File: src/rtl/mem_bus_arbiter.sv
// mem_bus_arbiter: two-master round-robin arbiter and sequencer for the external
// data/MMIO bus. Master 0 is the CPU data port and master 1 is the debug/DMA port.
// The arbiter handles one transaction at a time in three steps: IDLE -> BUSY -> DONE.
// All outputs come straight from flops.
//
// Optional feature: define BUS_TIMEOUT_EN to abort a BUSY phase after TIMEOUT cycles
// without s_ready. The abort acks the granted master with err=1, and an aborted read
// returns 32'hDEADBEEF. If the macro is undefined, err is tied low and BUSY waits
// indefinitely.
//
// Ports:
//   clk, rst                   clock (rising edge), asynchronous active-high reset
//   mN_req/we/addr/wdata       master N request; held stable until mN_ack
//   mN_rdata, mN_ack           read data (held after ack), 1-cycle completion pulse
//   s_req/we/addr/wdata        slave strobe and latched transaction fields
//   s_rdata, s_ready           slave read data and completion
//   gnt                        one-hot current owner, 00 when idle
//   err                        timeout abort pulse, coincident with ack
module mem_bus_arbiter #(
  parameter int unsigned AW      = 32,
  parameter int unsigned DW      = 32,
  parameter int unsigned TIMEOUT = 16
) (
  input  logic          clk,
  input  logic          rst,
  input  logic          m0_req,
  input  logic          m0_we,
  input  logic [AW-1:0] m0_addr,
  input  logic [DW-1:0] m0_wdata,
  output logic [DW-1:0] m0_rdata,
  output logic          m0_ack,
  input  logic          m1_req,
  input  logic          m1_we,
  input  logic [AW-1:0] m1_addr,
  input  logic [DW-1:0] m1_wdata,
  output logic [DW-1:0] m1_rdata,
  output logic          m1_ack,
  output logic          s_req,
  output logic          s_we,
  output logic [AW-1:0] s_addr,
  output logic [DW-1:0] s_wdata,
  input  logic [DW-1:0] s_rdata,
  input  logic          s_ready,
  output logic [1:0]    gnt,
  output logic          err
);

  // A zero timeout would abort every transaction before the slave could respond.
  if (TIMEOUT == 0) begin : g_bad_timeout
    $error("mem_bus_arbiter: TIMEOUT must be at least 1");
  end

  typedef enum logic [1:0] {StIdle, StBusy, StDone} state_e;

  state_e        state_q, state_d;
  logic          s_req_q, s_req_d;
  logic          s_we_q, s_we_d;
  logic [AW-1:0] s_addr_q, s_addr_d;
  logic [DW-1:0] s_wdata_q, s_wdata_d;
  logic [DW-1:0] m0_rdata_q, m0_rdata_d;
  logic [DW-1:0] m1_rdata_q, m1_rdata_d;
  logic          m0_ack_q, m0_ack_d;
  logic          m1_ack_q, m1_ack_d;
  logic [1:0]    gnt_q, gnt_d;
  logic          last_q, last_d;  // index of the master served most recently
  logic          pick_m1;

`ifdef BUS_TIMEOUT_EN
  localparam int unsigned CntW = (TIMEOUT > 1) ? $clog2(TIMEOUT) : 1;
  logic [CntW-1:0] cnt_q, cnt_d;
  logic            err_q, err_d;
`endif

  // On a tie, grant the master that was not served last.
  assign pick_m1 = m1_req && (!m0_req || !last_q);

  always_comb begin
    state_d    = state_q;
    s_req_d    = s_req_q;
    s_we_d     = s_we_q;
    s_addr_d   = s_addr_q;
    s_wdata_d  = s_wdata_q;
    m0_rdata_d = m0_rdata_q;
    m1_rdata_d = m1_rdata_q;
    m0_ack_d   = 1'b0;
    m1_ack_d   = 1'b0;
    gnt_d      = gnt_q;
    last_d     = last_q;
`ifdef BUS_TIMEOUT_EN
    cnt_d      = cnt_q;
    err_d      = 1'b0;
`endif
    unique case (state_q)
      StIdle: begin
        if (m0_req || m1_req) begin
          s_we_d    = pick_m1 ? m1_we    : m0_we;
          s_addr_d  = pick_m1 ? m1_addr  : m0_addr;
          s_wdata_d = pick_m1 ? m1_wdata : m0_wdata;
          gnt_d     = pick_m1 ? 2'b10 : 2'b01;
          s_req_d   = 1'b1;
          state_d   = StBusy;
`ifdef BUS_TIMEOUT_EN
          cnt_d     = '0;
`endif
        end
      end
      StBusy: begin
        // A slave response wins over a timeout that expires in the same cycle.
        if (s_ready) begin
          if (!s_we_q) begin
            if (gnt_q[1]) m1_rdata_d = s_rdata;
            else          m0_rdata_d = s_rdata;
          end
          s_req_d  = 1'b0;
          m0_ack_d = gnt_q[0];
          m1_ack_d = gnt_q[1];
          last_d   = gnt_q[1];
          state_d  = StDone;
        end
`ifdef BUS_TIMEOUT_EN
        else if (cnt_q == CntW'(TIMEOUT - 1)) begin
          if (!s_we_q) begin
            if (gnt_q[1]) m1_rdata_d = DW'(32'hDEADBEEF);
            else          m0_rdata_d = DW'(32'hDEADBEEF);
          end
          s_req_d  = 1'b0;
          m0_ack_d = gnt_q[0];
          m1_ack_d = gnt_q[1];
          last_d   = gnt_q[1];
          err_d    = 1'b1;
          state_d  = StDone;
        end else begin
          cnt_d = cnt_q + CntW'(1);
        end
`endif
      end
      StDone: begin
        gnt_d   = 2'b00;
        state_d = StIdle;
      end
      default: begin
        gnt_d   = 2'b00;
        s_req_d = 1'b0;
        state_d = StIdle;
      end
    endcase
  end

  always_ff @(posedge clk or posedge rst) begin
    if (rst) begin
      state_q    <= StIdle;
      s_req_q    <= 1'b0;
      s_we_q     <= 1'b0;
      s_addr_q   <= '0;
      s_wdata_q  <= '0;
      m0_rdata_q <= '0;
      m1_rdata_q <= '0;
      m0_ack_q   <= 1'b0;
      m1_ack_q   <= 1'b0;
      gnt_q      <= 2'b00;
      last_q     <= 1'b1;
`ifdef BUS_TIMEOUT_EN
      cnt_q      <= '0;
      err_q      <= 1'b0;
`endif
    end else begin
      state_q    <= state_d;
      s_req_q    <= s_req_d;
      s_we_q     <= s_we_d;
      s_addr_q   <= s_addr_d;
      s_wdata_q  <= s_wdata_d;
      m0_rdata_q <= m0_rdata_d;
      m1_rdata_q <= m1_rdata_d;
      m0_ack_q   <= m0_ack_d;
      m1_ack_q   <= m1_ack_d;
      gnt_q      <= gnt_d;
      last_q     <= last_d;
`ifdef BUS_TIMEOUT_EN
      cnt_q      <= cnt_d;
      err_q      <= err_d;
`endif
    end
  end

  assign s_req    = s_req_q;
  assign s_we     = s_we_q;
  assign s_addr   = s_addr_q;
  assign s_wdata  = s_wdata_q;
  assign m0_rdata = m0_rdata_q;
  assign m1_rdata = m1_rdata_q;
  assign m0_ack   = m0_ack_q;
  assign m1_ack   = m1_ack_q;
  assign gnt      = gnt_q;
`ifdef BUS_TIMEOUT_EN
  assign err      = err_q;
`else
  assign err      = 1'b0;
`endif

endmodule

File: config.mk
export PLATFORM = sky130hd
export DESIGN_NAME = mem_bus_arbiter
export DESIGN_NICKNAME = d
export VERILOG_FILES = /design/src/rtl/mem_bus_arbiter.sv
export SDC_FILE = /design/constraint.sdc
export NUM_CORES = 1
export LEC_CHECK = 0
export CORE_MARGIN = 2
export CORE_UTILIZATION = 35
export CTS_BUF_LIST = sky130_fd_sc_hd__clkbuf_4 sky130_fd_sc_hd__clkbuf_8
export DETAILED_ROUTE_END_ITERATION = 8
export GPL_TIMING_DRIVEN = 0
export PLACE_DENSITY = 0.82
export SETUP_SLACK_MARGIN = 0.02
export SYNTH_ARGS = -nofsm -noshare
export SYNTH_HDL_FRONTEND = slang
export SYNTH_SLANG_ARGS = --single-unit
File: constraint.sdc
create_clock -name clk -period 5.34 [get_ports clk]
set_input_delay 0.534 -clock clk [delete_from_list [all_inputs] [get_ports clk]]
set_output_delay 0.534 -clock clk [all_outputs]
set_load 0.1 [all_outputs]
==> results of run 1 <==
==> final timing paths <==
path | cells after the start | startpoint | to | slack, ns
max in group asynchronous | 3 | rst | s_addr[0] | 4.03
min reg2reg | 2 | s_req | s_req | 0.50
max | 1 | gnt[1] | gnt[1] | 2.77
min | 2 | rst | m1_rdata[4] | 0.45
min in group clk | 2 | s_req | s_req | 0.50
max reg2reg | 5 | state_q[0] | s_wdata[3] | 3.14
==> cell usage after synthesis <==
master	instances	share of area, %
a31oi_1	6	0.66
a21oi_1	7	0.61
a21bo_2	1	0.18
a2bb2oi_1	1	0.15
a21o_1	1	0.13
a21boi_0	1	0.13
nor3_2	1	0.18
nand3b_4	1	0.35
clkbuf_1	20	1.3
buf_4	1	0.13
inv_1	4	0.26
mux2_2	32	6.3
and3_1	62	6.8
conb_1	1	0.066
buf_6	3	0.59
or2_2	1	0.11
a221o_1	59	10
nand2b_1	3	0.33
or3b_1	1	0.15
mux2_4	30	7.9
buf_2	13	1.1
o21ai_0	3	0.26
dfstp_2	1	0.46
and2_1	1	0.11
nor2b_1	1	0.11
mux2_1	2	0.39
nand2_1	15	0.99
dfrtp_1	136	60
nor2_1	2	0.13
==> layer usage <==
layer | routed length, um | part of all wire (%) | up-vias
met5 | 0 | 0 | -
met4 | 502 | 2.8 | 0
met3 | 1200 | 6.6 | 36
met2 | 9210 | 51 | 238
met1 | 7240 | 40 | 2347
li1 | - | - | 2192
==> layout make-up <==
type	instances	area, um^2
clock buffer	17	234
fill	1251	6430
buffer	37	181
multi-input combinational	232	2080
inverter	4	20.0
clock inverter	15	214
tap	216	270
sequential	137	3430
timing repair buffer	301	3030
==> logic make-up (layout without fill, tap and decap cells) <==
kind of cell / Yosys count / count (layout)
AOI/OAI and AO/OA: 79 / 79
other: 1 / 1
muxes: 64 / 64
and+or+nand+nor: 88 / 88
DFF: 137 / 137
buffers and inverters: 41 / 374
==> registers in the layout (all words and copies together), names as in the netlist <==
name / count
m0_ack: 1
m1_ack: 1
state_q: 2
s_req: 1
last_q: 1
s_wdata: 32
s_addr: 32
s_we: 1
gnt: 2
m0_rdata: 32
m1_rdata: 32
==> stage by stage <==
step / util [%] / cell area, um^2 / setup TNS [ns]
after floorplan: - / 5700 / 0
after global placement: 56.5 / 8980 / -64.71
after detailed placement: 56.7 / 9010 / 0
after CTS: 59.5 / 9460 / 0
after global routing: 59.5 / 9460 / 0
final: 59.5 / 9460 / 0
==> summary.md, run 1 <==
| Metric | Value |
|---|---|
| Outcome | `finished, final reports clean` |
| CP required | `slightly below 5 ns` |
| FF+latch count, synth | `137` |
| Most used routing layer | `met2` |
| Reg clk slew, reported paths | `about 0.080 ns` |
| Synthesized cell area | `0.00570 mm^2` |
| Critical path class | `reg2out` |
| Syn_area_per_cell | `13.9 um^2` |
| Tmin final | `2.57 ns` |
| H-tree levels | `4` |
| DRC viols | `0` |
| Area Overhead vs Synth | `65.8%` |
| Largest family of logic cells by synthesized area | `multiplexers` |
| Worst path max stage delay | `1.18 ns` |
| Initial Util | `35.9%` |
| Multiplexer share of the synthesized area | `14.6%` |
| Final setup slack of the worst path | `2.77 ns` |
| Setup-failing EPs final | `0` |
| Placed Cells | `927` |
| I/O Buffers | `300` |
| Total CTS buffers | `17` |
| Drt first pass iters | `4` |
| Largest net degree at the start of global routing | `105` |
| Clk buf depth | `2` |
| Fraction of the mapped netlist area in adder cells | `0%` |
| DIE WIDTH | `132 um` |
| Syn. warnings | `0` |
| Vias per cell | `5.02` |
| Worst path slowest cell | `clkdlybuf4s50_1` |
| Setup crit end kind | `output pin` |
| Crit path DAT | `2.03 ns` |
| Core area | `0.0159 mm^2` |
| Clock Sinks | `approximately 140` |
| Worst Path Buf+Inv | `1` |
| Post-Synth Simple-Gate Area | `9.26%` |
| Post-CTS Setup Inserts | `0` |
| Post-synthesis cell type count | `29` |
| Startpoint types | `flop` |
| Commonest non-fill, non-tap cell in the layout | `clkdlybuf4s50_1` |
| Share of cells above drive strength 1 | `15.9%` |
| CTS tree | `built` |
| Compound-gate portion of the synthesized area | `between 10% and 20%` |
| Final worst path period share | `48.1%` |
| Hold crit path type | `in2async` |
| Final GP Congestion | `0.835` |
| Crit path max fanout | `5` |
| Global-route met1 utilization | `between 20% and 30%` |
| Final Hold Fails | `0` |
| First-pass GRT wire length | `28300 um` |
| # nets final | `897` |
| Post-CTS sizing | `0` |
| # rows | `46` |
| Clk_lat worst skew | `0.43 ns` |
| Dpl hpwl | `14100 um` |
| Die H | `approximately 130 um` |
| Met2 Track Usage GR | `37.3%` |
| Total gr overflow | `0` |
| Post-placement setup slack | `~2.5 ns` |
| 1st-iter DRT viols | `178` |
| Setup Skew | `0.00915 ns` |
| DRT Wirelength | `18200 um` |
| Syn Inst Count | `410` |
| Final Max Tran Viols | `0` |
| Commonest cells after routing, fill and taps aside | `clkdlybuf4s50_1, dfrtp_1, and3_1` |
| XOR/XNOR Fraction of Synth Area | `0%` |
| Initial antenna violation count | `0` |
| Via count | `4813` |
| Max Clk Rate | `389 MHz` |
| Actual slew at the worst max-slew pin | `~1.0 ns` |
| ANT cells | `0` |
| Layout Cells excl Fill | `about 960` |
| GR met3 Demand/Resource | `roughly 5.3%` |
| Hold WS | `0.454 ns` |
| Root buf cell | `clkbuf_8` |
| Final antenna-violating net count | `0` |
| Hold buffer count at CTS | `0` |
| I/O pin cnt | `302` |
| Crit path max-delay family | `buffers and inverters` |
| Vias in the first global route | `5146` |
| Sequential share of the synthesized area | `between 60% and 70%` |
| GRT Util Overall | `20.8%` |
| Cell Chain, Critical Path | `clkdlybuf4s50_1` |
| Die area | `0.0173 mm^2` |
| Maxcap violations | `0` |
| Average wire per standard cell | `between 15 and 20 um` |
| RSZ-0062 raised after global routing | `false` |
| Syn nets | `577` |
| Relative slew slack | `30.1%` |
Power of run 1 is left out: the tool's default activity adds up to more than one toggle a clock period on the data nets, which glitch-free logic cannot reach.
==> run 2, diff against run 1 <==
--- a/config.mk
+++ b/config.mk
@@ -10,7 +10,7 @@
 export CTS_BUF_LIST = sky130_fd_sc_hd__clkbuf_4 sky130_fd_sc_hd__clkbuf_8
 export DETAILED_ROUTE_END_ITERATION = 8
 export GPL_TIMING_DRIVEN = 0
-export PLACE_DENSITY = 0.82
+export PLACE_DENSITY = 0.85
 export SETUP_SLACK_MARGIN = 0.02
 export SYNTH_ARGS = -nofsm -noshare
 export SYNTH_HDL_FRONTEND = slang
==> constraint.sdc (replaced) <==
create_clock -name clk -period 2.3 [get_ports clk]
set_input_delay 0.23 -clock clk [delete_from_list [all_inputs] [get_ports clk]]
set_output_delay 0.23 -clock clk [all_outputs]
set_load 0.1 [all_outputs]
==> run 2 against run 1 <==
  * Count of clock-buffer cells in the layout rose by 5
  * Critical endpoint is now m1_rdata[20]
  * Flip-flop and latch count unchanged
  * Final area decreased by 0.29%
  * First-iteration DRC count rose by 24%
  * Core utilization is 0.17 points lower
  * Setup slack got worse by 2.7 ns
  * Via count fell by 0.62%
  * Non-clock buffer count increased by 2
  * Hold slack worse by 0.34 ns
==> summary.md, run 2 (synthesis results as in run 1) <==
| Metric | Value |
|---|---|
| Tmin final | `~2.2 ns` |
| Total gr overflow | `0 (unchanged)` |
| 1st-iter DRT viols | `220 (+24%)` |
| Actual slew at the worst max-slew pin | `1.04 ns (-0.00809 ns)` |
| Final antenna-violating net count | `0 (unchanged)` |
| Final worst path period share | `96.3%` |
| Vias per cell | `4.98 (-0.73%)` |
| Relative slew slack | `30.6% (+0.54 points)` |
| Clk_lat worst skew | `0.44 ns (about the same)` |
| TNS Setup | `0 ns (unchanged)` |
| # nets final | `899 (+0.22%)` |
| Root buf cell | `clkbuf_8` |
| Area Overhead vs Synth | `65.3%` |
| Setup Skew | `0.0136 ns (+0.00443 ns)` |
| Via count | `4783 (-0.62%)` |
| Initial Util | `35.9% (unchanged)` |
| Drt first pass iters | `4 (unchanged)` |
| Commonest cells after routing, fill and taps aside | `clkdlybuf4s50_1, dfrtp_1, and3_1` |
| Placed Cells | `929 (+0.22%)` |
| Initial antenna violation count | `0 (unchanged)` |
| Hold crit path type | `in2async` |
| Final Hold Fails | `0 (unchanged)` |
| DIE WIDTH | `132 um (unchanged)` |
| I/O pin cnt | `302 (unchanged)` |
| # rows | `46 (unchanged)` |
| Worst Path Buf+Inv | `1 (unchanged)` |
| Commonest non-fill, non-tap cell in the layout | `clkdlybuf4s50_1` |
| Average wire per standard cell | `18.5 um (-2.3%)` |
| Post-placement setup slack | `-0.181 ns (-2.70 ns)` |
| GRT Util Overall | `20.7% (-0.16 points)` |
| Post-CTS Setup Inserts | `0 (unchanged)` |
| I/O Buffers | `300 (unchanged)` |
| Layout Cells excl Fill | `960 (+0.10%)` |
| Worst path max stage delay | `1.15 ns (-0.03 ns)` |
| Crit path DAT | `1.98 ns (-0.05 ns)` |
| Worst path slowest cell | `clkdlybuf4s50_1` |
| ANT cells | `0 (unchanged)` |
| CTS tree | `built` |
| RSZ-0062 raised after global routing | `false` |
| H-tree levels | `4 (unchanged)` |
| Vias in the first global route | `5132 (-0.27%)` |
| Startpoint types | `flop` |
| Die H | `132 um (unchanged)` |
| Clk buf depth | `2 (unchanged)` |
| Critical path class | `reg2out` |
| Max Clk Rate | `452 MHz` |
| Clock Sinks | `137 (unchanged)` |
| Cell Chain, Critical Path | `clkdlybuf4s50_1` |
| Reg clk slew, reported paths | `0.08 ns (about the same)` |
| Dpl hpwl | `13900 um (-1.3%)` |
| Final Max Tran Viols | `0 (unchanged)` |
| Crit path max fanout | `2 (-3)` |
| Crit path max-delay family | `buffers and inverters` |
| Die area | `0.0173 mm^2 (unchanged)` |
| Largest net degree at the start of global routing | `43 (-59%)` |
| Final setup slack of the worst path | `0.0862 ns (-2.69 ns)` |
| DRT Wirelength | `17700 um (-2.2%)` |
| Outcome | `finished, final reports clean` |
| First-pass GRT wire length | `27800 um (-1.6%)` |
| Total CTS buffers | `17 (unchanged)` |
| Hold buffer count at CTS | `0 (unchanged)` |
| DRC viols | `0 (unchanged)` |
| Final GP Congestion | `0.827 (-0.87%)` |
| Setup-failing EPs final | `0 (unchanged)` |
| CP required | `2.07 ns (-2.74 ns)` |
| Setup crit end kind | `output pin` |
| Core area | `0.0159 mm^2 (unchanged)` |
| Share of cells above drive strength 1 | `16.1% (+0.25 points)` |
| Fillers | `1314 (+5.0%)` |
| Maxcap violations | `0 (unchanged)` |
-- run 2: cell types whose count changed in the layout (fill, tap and decap cells not counted), moves of 3 or more --
cell             previous run  this run
bufinv_16                   4         1
inv_6                       6         2
clkbuf_8                   17        21
buf_12                      0         3
clkdlybuf4s50_1           300       297
-- run 2: worst paths after layout --
check | start | endpoint | slack, ns | depth (start not counted)
worst max-delay path | m1_rdata[20] | m1_rdata[20] | 0.09 | 1
worst max register to register | state_q[0] | s_wdata[0] | 0.18 | 5
worst min-delay path | rst | s_addr[9] | 0.12 | 2
max in group asynchronous | rst | last_q | 1.31 | 4
min in group clk | m1_addr[31] | s_addr[31] | 0.35 | 3
worst min register to register | m0_rdata[20] | m0_rdata[20] | 0.50 | 1
-- run 2: metrics by stage --
step / util [%] / cell area (um^2) / hold slack [ns]
6_report: 59.4 / 9430 / 0.116
5_1_grt: 59.4 / 9430 / 0.115
4_1_cts: 59.3 / 9420 / 0.0990
3_5_place_dp: 56.9 / 9040 / 0.482
3_3_place_gp: 56.5 / 8980 / 0.460
2_1_floorplan: - / 5710 / 0.337
-- run 2: area by class of cell --
| class | instances | area [um^2] | share of cell area, % |
|---|---|---|---|
| Sequential cell | 137 | 3430 | 36.4 |
| Timing Repair Buffer | 303 | 3060 | 32.5 |
| Multi-Input combinational cell | 232 | 2080 | 22.1 |
| Clock buffer | 22 | 297 | 3.14 |
| Tap cell | 216 | 270 | 2.87 |
| Buffer | 37 | 181 | 1.92 |
| Clock inverter | 9 | 90.1 | 0.955 |
| Inverter | 4 | 18.8 | 0.199 |
-- run 2: per-layer routing --
layer	GRT usage (%)	vias to the layer above	share of wire (%)	wire length (um)
met4	7.97	0	2.2	390
met2	35.7	239	50	8900
met5	0	-	0	0
met3	7.25	29	8.1	1440
li1	-	2204	-	-
met1	23.5	2311	40	7020
-- run 2: timing repair --
action / in CTS / in global routing
cloned: 0 / 0
resized for setup: 2 / 2
setup endpoints to repair: 2 / 36
endpoints found under the hold margin: 0 / 0
Power of run 2 is left out for the same reason.
